$ cat config.mk
export PLATFORM = sky130hd
export DESIGN_NAME = branch_pc_unit
export DESIGN_NICKNAME = d
export VERILOG_FILES = /design/src/rtl/branch_pc_unit_pkg.sv /design/src/rtl/branch_pc_unit_target_gen.sv /design/src/rtl/branch_pc_unit.sv
export SDC_FILE = /design/constraint.sdc
export NUM_CORES = 1
export LEC_CHECK = 0
export CAP_MARGIN = 25
export CELL_PAD_IN_SITES_DETAIL_PLACEMENT = 0
export CELL_PAD_IN_SITES_GLOBAL_PLACEMENT = 1
export CORE_ASPECT_RATIO = 1.75
export CORE_UTILIZATION = 37
export CTS_CLUSTER_DIAMETER = 30
export DETAILED_ROUTE_END_ITERATION = 6
export PLACE_DENSITY = 0.92
export SLEW_MARGIN = 30
export SYNTH_ARGS = -nofsm -noshare
export SYNTH_HDL_FRONTEND = slang
export SYNTH_HIERARCHICAL = 1
export SYNTH_SLANG_ARGS = --single-unit
$ cat constraint.sdc
create_clock -name clk -period 6.82 [get_ports clk]
set_input_delay 1.364 -clock clk [delete_from_list [all_inputs] [get_ports clk]]
set_output_delay 1.364 -clock clk [all_outputs]
set_load 0.005 [all_outputs]
$ cat src/rtl/branch_pc_unit_pkg.sv
// branch_pc_unit_pkg: shared pipeline constants and PC-stage state encodings
package branch_pc_unit_pkg;
  typedef enum logic {ST_RUN = 1'b0, ST_HOLD = 1'b1} state_t;
  localparam logic [31:0] PC_INC = 32'd4;
endpackage

$ cat src/rtl/branch_pc_unit_target_gen.sv
// pc_target_gen: selects jump or branch target and forces word alignment
module pc_target_gen (
  input  logic        i_jump,
  input  logic [31:0] i_ctl_pc4,
  input  logic [31:0] i_br_offs,
  input  logic [25:0] i_jump_index,
  output logic [31:0] o_target
);
  logic [31:0] w_br_tgt;
  logic [31:0] w_jmp_tgt;
  assign w_br_tgt  = i_ctl_pc4 + i_br_offs;
  assign w_jmp_tgt = {i_ctl_pc4[31:28], i_jump_index, 2'b00};
  assign o_target  = (i_jump ? w_jmp_tgt : w_br_tgt) & ~32'd3;
endmodule

$ cat src/rtl/branch_pc_unit.sv
// branch_pc_unit: fetch PC register with stall hold and buffered branch/jump redirects
module branch_pc_unit
  import branch_pc_unit_pkg::*;
#(
  parameter logic [31:0] RESET_PC = 32'h0000_0000
) (
  input  logic        clk,
  input  logic        rst,
  input  logic        stall,
  input  logic        br_taken,
  input  logic        jump,
  input  logic [31:0] ctl_pc4,
  input  logic [31:0] br_offs,
  input  logic [25:0] jump_index,
  output logic [31:0] pc,
  output logic [31:0] pc_plus4,
  output logic        flush,
  output logic        redirect_pending
);
  state_t      r_state;
  state_t      w_state_nx;
  logic [31:0] r_pc;
  logic [31:0] r_tgt;
  logic [31:0] w_pc_nx;
  logic [31:0] w_tgt_nx;
  logic [31:0] w_target;
  logic        w_req;
  logic        w_run_commit;
  logic        w_hold_commit;
  logic        w_latch;

  pc_target_gen u_tgt (
    .i_jump       (jump),
    .i_ctl_pc4    (ctl_pc4),
    .i_br_offs    (br_offs),
    .i_jump_index (jump_index),
    .o_target     (w_target)
  );

  assign w_req    = br_taken | jump;
  assign pc       = r_pc;
  assign pc_plus4 = r_pc + PC_INC;

  // Next-state, next-pc and flush decode; a HOLD commit ignores new requests
  always_comb begin
    w_run_commit     = (r_state == ST_RUN) && w_req && !stall;
    w_latch          = (r_state == ST_RUN) && w_req && stall;
    w_hold_commit    = (r_state == ST_HOLD) && !stall;
    w_pc_nx          = w_run_commit ? w_target :
                       w_hold_commit ? r_tgt :
                       ((r_state == ST_RUN) && !stall) ? pc_plus4 : r_pc;
    w_tgt_nx         = w_latch ? w_target : r_tgt;
    w_state_nx       = w_latch ? ST_HOLD : w_hold_commit ? ST_RUN : r_state;
    flush            = !rst && (w_run_commit || w_hold_commit);
    redirect_pending = !rst && (r_state == ST_HOLD);
  end

  // PC, buffered target and state registers with synchronous reset
  always_ff @(posedge clk) begin
    if (rst) begin
      r_pc    <= RESET_PC;
      r_tgt   <= '0;
      r_state <= ST_RUN;
    end else begin
      r_pc    <= w_pc_nx;
      r_tgt   <= w_tgt_nx;
      r_state <= w_state_nx;
    end
  end
endmodule

==> metrics.cfg <==
[final_layout]
final_util_pct=52.0
syn_to_final_growth_pct=36.0
drive_gt1_share_pct=6.18
nNetsFinal=1028
final_cells=1086
diodes=0

[die]
num_rows=58
core-area_sq_um=14400
die_w_microns=94.3
ioPinCount=161
die-area_sq_um=15400
dieHeight_microns=164
initial_core_util_pct=38.2

[power]
p_leak_nw=2.85
power_w=0.00137
vdd_ir_drop_max_uv=93.4
power.density_nw_per_um2=182

[min_path]
hold_path.class=reg -> reg
whs_path_depth=2

[yosys]
synth_top_area_share_pct=23.6
synthArstFlopShare_pct=0
yosysWarnings=6
synth_ff_type=dfxtp_1
yosys.area.top_type=dfxtp_1
ys_seq_area_share_pct=23.6
ys_ff_latch=65
synthTopCellsByArea=dfxtp_1 24%, nand2_1 10%, ha_1 7.0%, a21oi_1 6.8%, xnor2_1 3.8%
synthCells=771
synth_area_sq_um=5520
synth_edf_count=0
yosysUniqueCellTypes=80
syn_area_per_cell_sq_um=7.16

[route]
ant_nets=0
first_pass_iters=5
drt_iter0_drc=364
vias_per_cell=5.72
drc=0
wire_per_inst_microns=16.8
via_count=6215
wl_microns=18300

[cts]
clockBufferDepth=2
cts_buffers=9
post_cts_resized=0
htreeDepth=3
clk_pin_slew_worst_paths_ps=60
cts.sink_count=65
postCtsSetupBuffers=0
insertion_delay_ps=340
hold_buffers=0
cts_tree=done
cts-root-buf=clkbuf_16

[sta]
timing.fmax_mhz=204
fin_ws_ps=1930
rsz0062_at_grt=no
slew_headroom_pct=41.0
hold_viol_final=0
tns_ps=0
finalWorstPathRequiredPeriod_ps=4890
skew_ps=11.0
worst_pin_slew_ps=884
finalMaxSlewViolations=0
timing.final.crit_share_pct=71.7
setup_viol=0

[critical_path]
regToRegEndpoint=r_tgt[26]$_SDFFE_PP0P_
critPathKind=in -> out
reg2reg_depth=6
reg2reg_from=r_state$_SDFFE_PP0P_
critPathLaunch=br_taken
crit_end=flush
end_kind=output pin
startpoint_type=input pin
required_ps=5460
r2r_slack_ps=4540
worstPathMaxFanout=22
arrival_ps=3530

[grt]
grt_usage_pct=24.2
grt_max_degree=68
grt_pass1_wl_microns=29000
first_global_vias=5820
antenna_found_initial=0
overflow=0

[run]
maxCapViolCount=0

[placed_design]
gp_congestion=0.846
dp.final_hpwl_microns=14100
post-place-cells=1071
portBuffers=160
place_worst_setup_slack_ps=1710

[run_status]
status=completed

-- synth_stat cells, types with 3 or more instances --
master     count
nand2b_1       4
a21o_1         8
ha_1          31
o31ai_1       13
buf_2          5
a21oi_1       75
nor3_1        14
and4_1         6
o21a_1         8
nand3_1       21
nand3_2        3
or3_1          3
a2bb2oi_1      3
inv_1         14
a31oi_1        5
buf_4          4
nor4_1         4
o211a_1        4
o22ai_1       15
o21ai_1       12
nand3b_1       3
a211o_1        3
o21ai_0       41
dfxtp_1       65
o311a_1        4
and2_1         7
xor2_1        14
a211oi_1      12
nor3b_1        5
a22oi_1        3
and3_1        11
mux2i_1        4
a2111oi_0      4
o221a_2        4
a311oi_1       4
nand4_1       15
clkbuf_1      39
nand2_1      154
xnor2_1       24
nor2_1        55
-- how the worst min path moves through the flow --
stage | start | end | slack [ps]
after floorplan | r_tgt[12]$_SDFFE_PP0P_ | r_tgt[12]$_SDFFE_PP0P_ | 430
after global placement | r_tgt[12]$_SDFFE_PP0P_ | r_tgt[12]$_SDFFE_PP0P_ | 440
after detailed placement | r_tgt[12]$_SDFFE_PP0P_ | r_tgt[12]$_SDFFE_PP0P_ | 440
after CTS | r_tgt[12]$_SDFFE_PP0P_ | r_tgt[12]$_SDFFE_PP0P_ | 450
after global routing | r_tgt[16]$_SDFFE_PP0P_ | r_tgt[16]$_SDFFE_PP0P_ | 470
final | r_tgt[12]$_SDFFE_PP0P_ | r_tgt[12]$_SDFFE_PP0P_ | 450
-- stage by stage --
| stage | hold slack, ps | cell area [sq um] |
|---|---|---|
| after CTS | 453 | 7510 |
| after floorplan | 433 | 5520 |
| final | 452 | 7510 |
| after global routing | 470 | 7510 |
| after global placement | 439 | 7200 |
| after detailed placement | 445 | 7200 |
-- per-layer routing --
metal / track usage (%) / up-vias / share of wire, % / wire [microns]
met5: 0 / - / 0 / 0
met2: 43.5 / 211 / 52 / 9570
met1: 27.4 / 2885 / 40 / 7240
met3: 2.51 / 48 / 4.1 / 747
li1: - / 3071 / - / -
met4: 12.7 / 0 / 4.0 / 737
-- state kept, by name, summed over array words and instances (netlist names) --
register and count:
r_state 1, pc 32, r_tgt 32
-- placed cells by master (no fill, tap or decap), types with 4 or more instances in the layout --
cell type | netlist | final
a31oi_1 | 5 | 5
xor2_1 | 14 | 14
inv_1 | 14 | 14
a211oi_1 | 12 | 12
o221a_2 | 4 | 4
o22ai_1 | 15 | 15
nor4_1 | 4 | 4
a21oi_1 | 75 | 75
and2_1 | 7 | 7
nor2_1 | 55 | 54
xnor2_1 | 24 | 24
clkbuf_16 | 0 | 9
dfxtp_1 | 65 | 65
nand3_1 | 21 | 21
a21o_1 | 8 | 8
and4_1 | 6 | 6
mux2i_1 | 4 | 4
o211a_1 | 4 | 4
buf_4 | 4 | 8
ha_1 | 31 | 31
o21ai_0 | 41 | 41
clkdlybuf4s50_1 | 0 | 158
a2111oi_0 | 4 | 4
nand2b_1 | 4 | 4
nor3_1 | 14 | 14
nand4_1 | 15 | 15
nand2_1 | 154 | 154
o21a_1 | 8 | 8
nor3b_1 | 5 | 5
o31ai_1 | 13 | 13
o311a_1 | 4 | 4
o21ai_1 | 12 | 12
and3_1 | 11 | 11
a311oi_1 | 4 | 4
-- power by group --
| part | switching (W) | internal, W | total, W |
|---|---|---|---|
| Sequential | 0.0000369 | 0.000409 | 0.000446 |
| Combinational | 0.000223 | 0.000223 | 0.000446 |
| Clock | 0.000173 | 0.000301 | 0.000474 |
-- area by class of cell --
type                    instances  area [sq um]
repair buffers                168          1650
clock inverters                 4          52.6
clock buffers                  11           253
fillers                      1410          6940
flip-flops and latches         65          1300
multi-input cells             643          3970
inverters                      15          56.3
well taps                     180           225
-- worst max-delay path: stages --
cell and delay (ps):
clkdlybuf4s50_1 530, or2_1 620, o21ai_1 330, nor2_1 160
clkdlybuf4s50_1 520
-- cell families (layout without fill, tap and decap cells) --
family | after synthesis | after routing | share of synthesized area, %
other cells | 1 | 2 | 0.0679
compound gates | 247 | 247 | 29.8
buf+inv | 64 | 198 | 4.74
flops | 65 | 65 | 23.6
fa+ha+maj | 31 | 31 | 7.03
simple gates | 319 | 319 | 27.5
mux | 5 | 5 | 0.930
xor+xnor | 39 | 39 | 6.33
(Power assumes the default switching activity.)
